### src/rtl/ysyx_23060025_axi_arbiter.sv
// Two-master (IFU read-only, LSU read/write) to one-slave AXI arbiter.
// A grant is held until the owner's read-data or write-response handshake,
// then the arbiter spends one IDLE cycle before the next grant.
// Optional feature macro: ARB_RR_EN selects round-robin between IFU and LSU;
// when undefined, LSU has fixed priority over IFU.
module ysyx_23060025_axi_arbiter #(
  parameter int DATA_LEN = 32,
  parameter int ADDR_LEN = 32
) (
  input  logic                clock,
  input  logic                reset,
  // IFU read address / read data
  input  logic [ADDR_LEN-1:0] ifu_addr_r_addr_i,
  input  logic [2:0]          ifu_addr_r_size_i,
  input  logic                ifu_addr_r_valid_i,
  output logic                ifu_addr_r_ready_o,
  output logic [DATA_LEN-1:0] ifu_r_data_o,
  output logic [1:0]          ifu_r_resp_o,
  output logic                ifu_r_valid_o,
  input  logic                ifu_r_ready_i,
  // LSU read address / read data
  input  logic [ADDR_LEN-1:0] lsu_addr_r_addr_i,
  input  logic [2:0]          lsu_addr_r_size_i,
  input  logic                lsu_addr_r_valid_i,
  output logic                lsu_addr_r_ready_o,
  output logic [DATA_LEN-1:0] lsu_r_data_o,
  output logic [1:0]          lsu_r_resp_o,
  output logic                lsu_r_valid_o,
  input  logic                lsu_r_ready_i,
  // LSU write address / write data / write response
  input  logic [ADDR_LEN-1:0] lsu_addr_w_addr_i,
  input  logic [2:0]          lsu_addr_w_size_i,
  input  logic                lsu_addr_w_valid_i,
  output logic                lsu_addr_w_ready_o,
  input  logic [DATA_LEN-1:0] lsu_w_data_i,
  input  logic [3:0]          lsu_w_strb_i,
  input  logic                lsu_w_valid_i,
  output logic                lsu_w_ready_o,
  output logic [1:0]          lsu_bkwd_resp_o,
  output logic                lsu_bkwd_valid_o,
  input  logic                lsu_bkwd_ready_i,
  // Slave side
  output logic [ADDR_LEN-1:0] axi_addr_r_addr_o,
  output logic [2:0]          axi_addr_r_size_o,
  output logic                axi_addr_r_valid_o,
  input  logic                axi_addr_r_ready_i,
  input  logic [DATA_LEN-1:0] axi_r_data_i,
  input  logic [1:0]          axi_r_resp_i,
  input  logic                axi_r_valid_i,
  output logic                axi_r_ready_o,
  output logic [ADDR_LEN-1:0] axi_addr_w_addr_o,
  output logic [2:0]          axi_addr_w_size_o,
  output logic                axi_addr_w_valid_o,
  input  logic                axi_addr_w_ready_i,
  output logic [DATA_LEN-1:0] axi_w_data_o,
  output logic [3:0]          axi_w_strb_o,
  output logic                axi_w_valid_o,
  input  logic                axi_w_ready_i,
  input  logic [1:0]          axi_bkwd_resp_i,
  input  logic                axi_bkwd_valid_i,
  output logic                axi_bkwd_ready_o,
  output logic                bus_err_o
);

  typedef enum logic [1:0] {
    IDLE       = 2'b00,
    GNT_IFU    = 2'b01,
    GNT_LSU_RD = 2'b10,
    GNT_LSU_WR = 2'b11
  } state_t;

  state_t state;
  state_t state_next;
  logic   bus_err;
  logic   lsu_wr_req;
  logic   lsu_req;
  logic   ifu_wins;
  logic   rd_done;
  logic   wr_done;
  logic   err_next;

  // A write needs both address and data valid; reads only the address.
  assign lsu_wr_req = lsu_addr_w_valid_i & lsu_w_valid_i;
  assign lsu_req    = lsu_wr_req | lsu_addr_r_valid_i;

  // Completing handshakes are seen only through the routed ready, so they
  // can only occur while a matching grant is active.
  assign rd_done  = axi_r_valid_i & axi_r_ready_o;
  assign wr_done  = axi_bkwd_valid_i & axi_bkwd_ready_o;
  assign err_next = (rd_done & (axi_r_resp_i != 2'b00)) |
                    (wr_done & (axi_bkwd_resp_i != 2'b00));

`ifdef ARB_RR_EN
  logic last_lsu;  // 1'b1 when the most recent grant went to the LSU

  assign ifu_wins = ifu_addr_r_valid_i & last_lsu;

  // Remember which master received the latest grant for tie breaking.
  always_ff @(posedge clock) begin
    if (reset) begin
      last_lsu <= 1'b0;
    end else if ((state == IDLE) && (state_next != IDLE)) begin
      last_lsu <= (state_next != GNT_IFU);
    end else begin
      last_lsu <= last_lsu;
    end
  end
`else
  assign ifu_wins = 1'b0;
`endif

  // State register and registered error pulse.
  always_ff @(posedge clock) begin
    if (reset) begin
      state   <= IDLE;
      bus_err <= 1'b0;
    end else begin
      state   <= state_next;
      bus_err <= err_next;
    end
  end

  assign bus_err_o = bus_err;

  // Arbitration and grant release.
  always_comb begin
    state_next = state;
    case (state)
      IDLE: begin
        if (ifu_addr_r_valid_i & (ifu_wins | ~lsu_req)) begin
          state_next = GNT_IFU;
        end else if (lsu_wr_req) begin
          state_next = GNT_LSU_WR;
        end else if (lsu_addr_r_valid_i) begin
          state_next = GNT_LSU_RD;
        end else begin
          state_next = IDLE;
        end
      end
      GNT_IFU, GNT_LSU_RD: begin
        if (rd_done) state_next = IDLE;
        else         state_next = state;
      end
      GNT_LSU_WR: begin
        if (wr_done) state_next = IDLE;
        else         state_next = state;
      end
      default: state_next = IDLE;
    endcase
  end

  // Channel routing: only the granted master's channels reach the slave.
  always_comb begin
    ifu_addr_r_ready_o = 1'b0;
    ifu_r_data_o       = '0;
    ifu_r_resp_o       = 2'b00;
    ifu_r_valid_o      = 1'b0;
    lsu_addr_r_ready_o = 1'b0;
    lsu_r_data_o       = '0;
    lsu_r_resp_o       = 2'b00;
    lsu_r_valid_o      = 1'b0;
    lsu_addr_w_ready_o = 1'b0;
    lsu_w_ready_o      = 1'b0;
    lsu_bkwd_resp_o    = 2'b00;
    lsu_bkwd_valid_o   = 1'b0;
    axi_addr_r_addr_o  = '0;
    axi_addr_r_size_o  = 3'b000;
    axi_addr_r_valid_o = 1'b0;
    axi_r_ready_o      = 1'b0;
    axi_addr_w_addr_o  = '0;
    axi_addr_w_size_o  = 3'b000;
    axi_addr_w_valid_o = 1'b0;
    axi_w_data_o       = '0;
    axi_w_strb_o       = 4'b0000;
    axi_w_valid_o      = 1'b0;
    axi_bkwd_ready_o   = 1'b0;
    case (state)
      GNT_IFU: begin
        axi_addr_r_addr_o  = ifu_addr_r_addr_i;
        axi_addr_r_size_o  = ifu_addr_r_size_i;
        axi_addr_r_valid_o = ifu_addr_r_valid_i;
        ifu_addr_r_ready_o = axi_addr_r_ready_i;
        ifu_r_data_o       = axi_r_data_i;
        ifu_r_resp_o       = axi_r_resp_i;
        ifu_r_valid_o      = axi_r_valid_i;
        axi_r_ready_o      = ifu_r_ready_i;
      end
      GNT_LSU_RD: begin
        axi_addr_r_addr_o  = lsu_addr_r_addr_i;
        axi_addr_r_size_o  = lsu_addr_r_size_i;
        axi_addr_r_valid_o = lsu_addr_r_valid_i;
        lsu_addr_r_ready_o = axi_addr_r_ready_i;
        lsu_r_data_o       = axi_r_data_i;
        lsu_r_resp_o       = axi_r_resp_i;
        lsu_r_valid_o      = axi_r_valid_i;
        axi_r_ready_o      = lsu_r_ready_i;
      end
      GNT_LSU_WR: begin
        axi_addr_w_addr_o  = lsu_addr_w_addr_i;
        axi_addr_w_size_o  = lsu_addr_w_size_i;
        axi_addr_w_valid_o = lsu_addr_w_valid_i;
        lsu_addr_w_ready_o = axi_addr_w_ready_i;
        axi_w_data_o       = lsu_w_data_i;
        axi_w_strb_o       = lsu_w_strb_i;
        axi_w_valid_o      = lsu_w_valid_i;
        lsu_w_ready_o      = axi_w_ready_i;
        lsu_bkwd_resp_o    = axi_bkwd_resp_i;
        lsu_bkwd_valid_o   = axi_bkwd_valid_i;
        axi_bkwd_ready_o   = lsu_bkwd_ready_i;
      end
      default: begin
        axi_r_ready_o = 1'b0;
      end
    endcase
  end

endmodule

### config.mk
export PLATFORM = sky130hd
export DESIGN_NAME = ysyx_23060025_axi_arbiter
export DESIGN_NICKNAME = d
export VERILOG_FILES = /design/src/rtl/ysyx_23060025_axi_arbiter.sv
export SDC_FILE = /design/constraint.sdc
export NUM_CORES = 1
export LEC_CHECK = 0
export CAP_MARGIN = 20
export CORE_AREA = 2 2 148 150
export CTS_CLUSTER_SIZE = 24
export DETAILED_ROUTE_END_ITERATION = 12
export DIE_AREA = 0 0 150 152
export SLEW_MARGIN = 20
export SYNTH_ARGS = -nofsm -noshare
export SYNTH_HDL_FRONTEND = slang
export SYNTH_SLANG_ARGS = --single-unit
### constraint.sdc
create_clock -name clock -period 1.8 [get_ports clock]
set_input_delay 0.18 -clock clock [delete_from_list [all_inputs] [get_ports clock]]
set_output_delay 0.18 -clock clock [all_outputs]
set_load 0.01 [all_outputs]
### After elaboration in Yosys (flattened, before gate mapping)

Cells that the tools add are included.

* output and inout bits: 189
* bits of input ports: 191
* register bits: 3
* word-level logic and storage cells: 50

* mux-type cells: 29
* bitwise logic cells: 9
* reduce and logical (&&, ||, !) cells: 5
* equality and inequality tests: 5

Operators by type and width (count)
* $mux W32: 4
* $pmux W32 S2: 1
* $mux W2: 8
* $mux W1: 10
* $and A1 B1 Y1: 6
* $pmux W2 S3: 1
* $pmux W3 S2: 1
* $eq A2 B2 Y1 const B: 2
* $mux W4: 1
* $ne A2 B2 Y1 const B: 2
* $pmux W1 S2: 2
* $reduce_bool A2 Y1: 2
* $mux W3: 1
* $eq A2 B1 Y1 const B: 1
* $logic_not A2 Y1: 1
* $or A1 B1 Y1: 2
* $reduce_and A2 Y1: 1
* $reduce_or A2 Y1: 1
* $not A1 Y1: 1

### Longest topological paths before layout

* word-level depth: 6
* mapped depth: 6
* mapped depth without buffers: 5

### Worst setup path after synthesis

Ideal clock, no wire load.

* path kind: register -> output
* from: reg state[0]
* to: out axi_addr_r_addr_o[0]
* arrival: 1.429 ns
* required time: 1.620 ns
* cell stages (with the launch flop): 6
* path buffers: 2
* slack: 0.191 ns
* path through: dfxtp_1 inv_1 ha_1 clkbuf_1 clkbuf_1 nor2b_1

* cells in the longest elaborated chain, start to end: 2
* elaborated cells between the ends (all ways): 3
* classes of those cells: eq/ne: 2; mux: 1

Ends and longest elaborated chain
* from (decl): line 72 `state_t state;`
* from (signal assigned): line 118 `state <= state_next;`
* $eq A2 B2 Y1 or $eq A2 B1 Y1 (tied branches): line 177 `case (state)`
* $pmux W32 S2 (*): line 177
* to (decl): line 43 `output logic [ADDR_LEN-1:0] axi_addr_r_addr_o,`

Mark *: on every way between the ends. The rest lies on a longest branch, timed or not.

### Worst setup path after layout

* from: reg state[0]
* to: out axi_addr_r_addr_o[18]

Same word-level chain as after synthesis.

==> metrics.csv <==
metric,value,unit
outcome,completed,
final_hold_viol_count,0,
ys_seq_elements,3,
regToRegEndpoint,state[1]$_SDFFE_PP0P_,
numClockSinks,3,
chipWidth,150,um
seqCellArea,67.6,um2
cts.clk_slew.worst_paths,0.03,ns
die-area,0.0228,mm2
grt_usage,11.5,%
vias,3464,
setup_viol,0,
period_share,99.3,%
powerDensity,889,mW/mm2
ys_warn_count,0,
dieHeight,152,um
syn_inst,279,
fmax,559,MHz
crit_path_end_kind,output port,
min_period,1.79,ns
required,1.62,ns
final_max_slew_viol_count,0,
grt_overflow,0,
final_cell_mix,"192 x clkdlybuf4s50_1, 151 x and2_1, 105 x dlygate4sd2_1",
area_growth,252,%
multi_input_area,0.00186,mm2
gp_congestion,0.793,
synthesis.nets,474,
synth.avg_cell_area,6.58,um2
routed_wl,14.3,mm
cts_hold_buf,0,
reg2reg_depth,7,
worst_pin_slew,0.252,ns
rsz0062_at_grt,true,
grt_pass1_vias,3568,
clock_skew,0.00277,ns
holdCritPathClass,flip-flop to flip-flop,
cap_violations,0,
cts_made_buffers,3,
routedWlPerCell,14.9,um
clockBufferDepth,2,
ios,380,
min_from,state[0]$_SDFFE_PP0P_,
r2r_slack,0.04,ns
synth_area,0.00184,mm2
num_rows,54,
p_leak,3.49,nW
ir_drop,0.509,mV
start_util,8.60,%
max_slew_margin,83.2,%
fill_cells,2307,
num_antenna_cells,0,
antenna_found_initial,0,
holdWs,0.530,ns
start_kind,flip-flop,
htree_levels,1,
layout.cells.non_filler,957,
grt_pass1_wl,20.4,mm
io_buffers,379,
crit_type,flip-flop to output port,
clkLatencyLatePin,0.23,ns
critPathMaxFanout,13,
core_region_area,0.0214,mm2
cts_root_buf,clkbuf_16,
hpwl,10.3,mm
first_pass_iters,4,
seq_area_frac_synth,3.27,%
route.detailed.drc,0,
drive_gt1_share,20.8,%
worst_slack,0.0121,ns
routed_via_density,3.62,
reg2reg_from,state[0]$_SDFFE_PP0P_,
worstPathArrival,1.61,ns
grt_max_degree,35,
ant_nets,0,
place_inst,930,
hold_depth,2,
hold_end,state[0]$_SDFFE_PP0P_,
ys_types,25,
drt_iter0_drc,87,
fin_nets,873,
tns,0,ns
final_common_cell,clkdlybuf4s50_1,
cts_tree,yes,
pre_cts_ws,-0.199,ns
## metal layers
metal	vias up	track usage, %	share of wire, %
met3	10	2.97	9.4
met1	1554	13.1	38
met4	0	2.11	0.74
met5	-	0	0
met2	195	21.4	51
li1	1705	-	-
## worst max-delay path by stage
stage	from	endpoint	slack [ns]	cells past startpoint
2_1_floorplan	state[0]$_SDFFE_PP0P_	axi_addr_r_addr_o[0]	0.19	5
3_3_place_gp	state[0]$_SDFFE_PP0P_	axi_addr_r_addr_o[6]	-0.15	6
3_5_place_dp	state[0]$_SDFFE_PP0P_	axi_addr_r_addr_o[6]	-0.20	6
4_1_cts	state[0]$_SDFFE_PP0P_	axi_addr_r_size_o[1]	-0.14	8
5_1_grt	state[0]$_SDFFE_PP0P_	axi_addr_r_addr_o[21]	-0.03	7
6_report	state[0]$_SDFFE_PP0P_	axi_addr_r_addr_o[18]	0.01	7
## state kept, by name, indices dropped and copies added, names as in the netlist
signal	flops
state	2
bus_err_o	1
## critical path: stages (launching register included)
cell     delay [ns]
dfxtp_4        0.38
inv_4          0.05
ha_4           0.20
buf_6          0.14
buf_16         0.15
a22oi_2        0.24
nor2b_1        0.07
buf_2          0.14
## layout make-up
| cell class | count | share of cell area [%] |
|---|---|---|
| timing repair buffer | 422 | 63.4 |
| multi-input combinational | 245 | 28.7 |
| tap | 280 | 5.41 |
| clock buffer | 4 | 1.22 |
| inverter | 3 | 0.213 |
| sequential | 3 | 1.04 |
## what timing repair did
item,in CTS,in global routing
endpoints found under the setup margin,189,76
buffers inserted,13,2
resized for setup,328,85
gates cloned,9,1
pin swaps,3,15
## through the flow
stage          total power, mW  area (um2)  util, %
3_5_place_dp              4.49        6090     28.5
5_1_grt                   6.18        6470     30.3
2_1_floorplan             2.04        1840        -
6_report                  5.75        6470     30.3
4_1_cts                   5.80        6400     30.0
3_3_place_gp              4.47        6090     28.5
## cell families (layout without fill, tap and decap cells)
family                     count (synthesis)  in the layout  synth area share (%)
adders and majority gates                  4              4                  2.73
and+or+nand+nor                          196            196                  66.5
AOI/OAI and AO/OA                         43             43                  19.0
DFF                                        3              3                  3.27
buffers and inverters                     31            429                  7.36
muxes                                      2              2                  1.16
## where the power goes
part | switching (mW) | total [mW] | internal [mW] | leakage (nW)
registers | 0.0425 | 0.145 | 0.102 | 0.0259
logic | 2.27 | 5.25 | 2.97 | 3.43
clock network | 0.0651 | 0.358 | 0.293 | 0.0382
total | 2.38 | 5.75 | 3.37 | 3.49
## synth_stat cells
library cell | number | area [um2]
buf_2 | 5 | 25.0
a22oi_4 | 1 | 21.3
a221oi_4 | 1 | 26.3
inv_1 | 3 | 11.3
buf_1 | 2 | 7.51
ha_1 | 4 | 50.1
or3b_1 | 1 | 8.76
mux2i_1 | 1 | 10.0
buf_4 | 1 | 7.51
and2_1 | 151 | 945
o211ai_1 | 1 | 7.51
a211o_1 | 1 | 8.76
dfxtp_1 | 3 | 60.1
o21ai_0 | 1 | 5.00
nor2b_1 | 38 | 238
a22oi_1 | 36 | 270
a21oi_1 | 2 | 10.0
clkbuf_2 | 1 | 5.00
nand2_1 | 2 | 7.51
nor2_1 | 1 | 3.75
nand2b_1 | 2 | 12.5
nor3_1 | 1 | 5.00
buf_6 | 1 | 11.3
clkbuf_1 | 18 | 67.6
mux2_1 | 1 | 11.3
No activity file was read; power rests on OpenSTA's default activity.
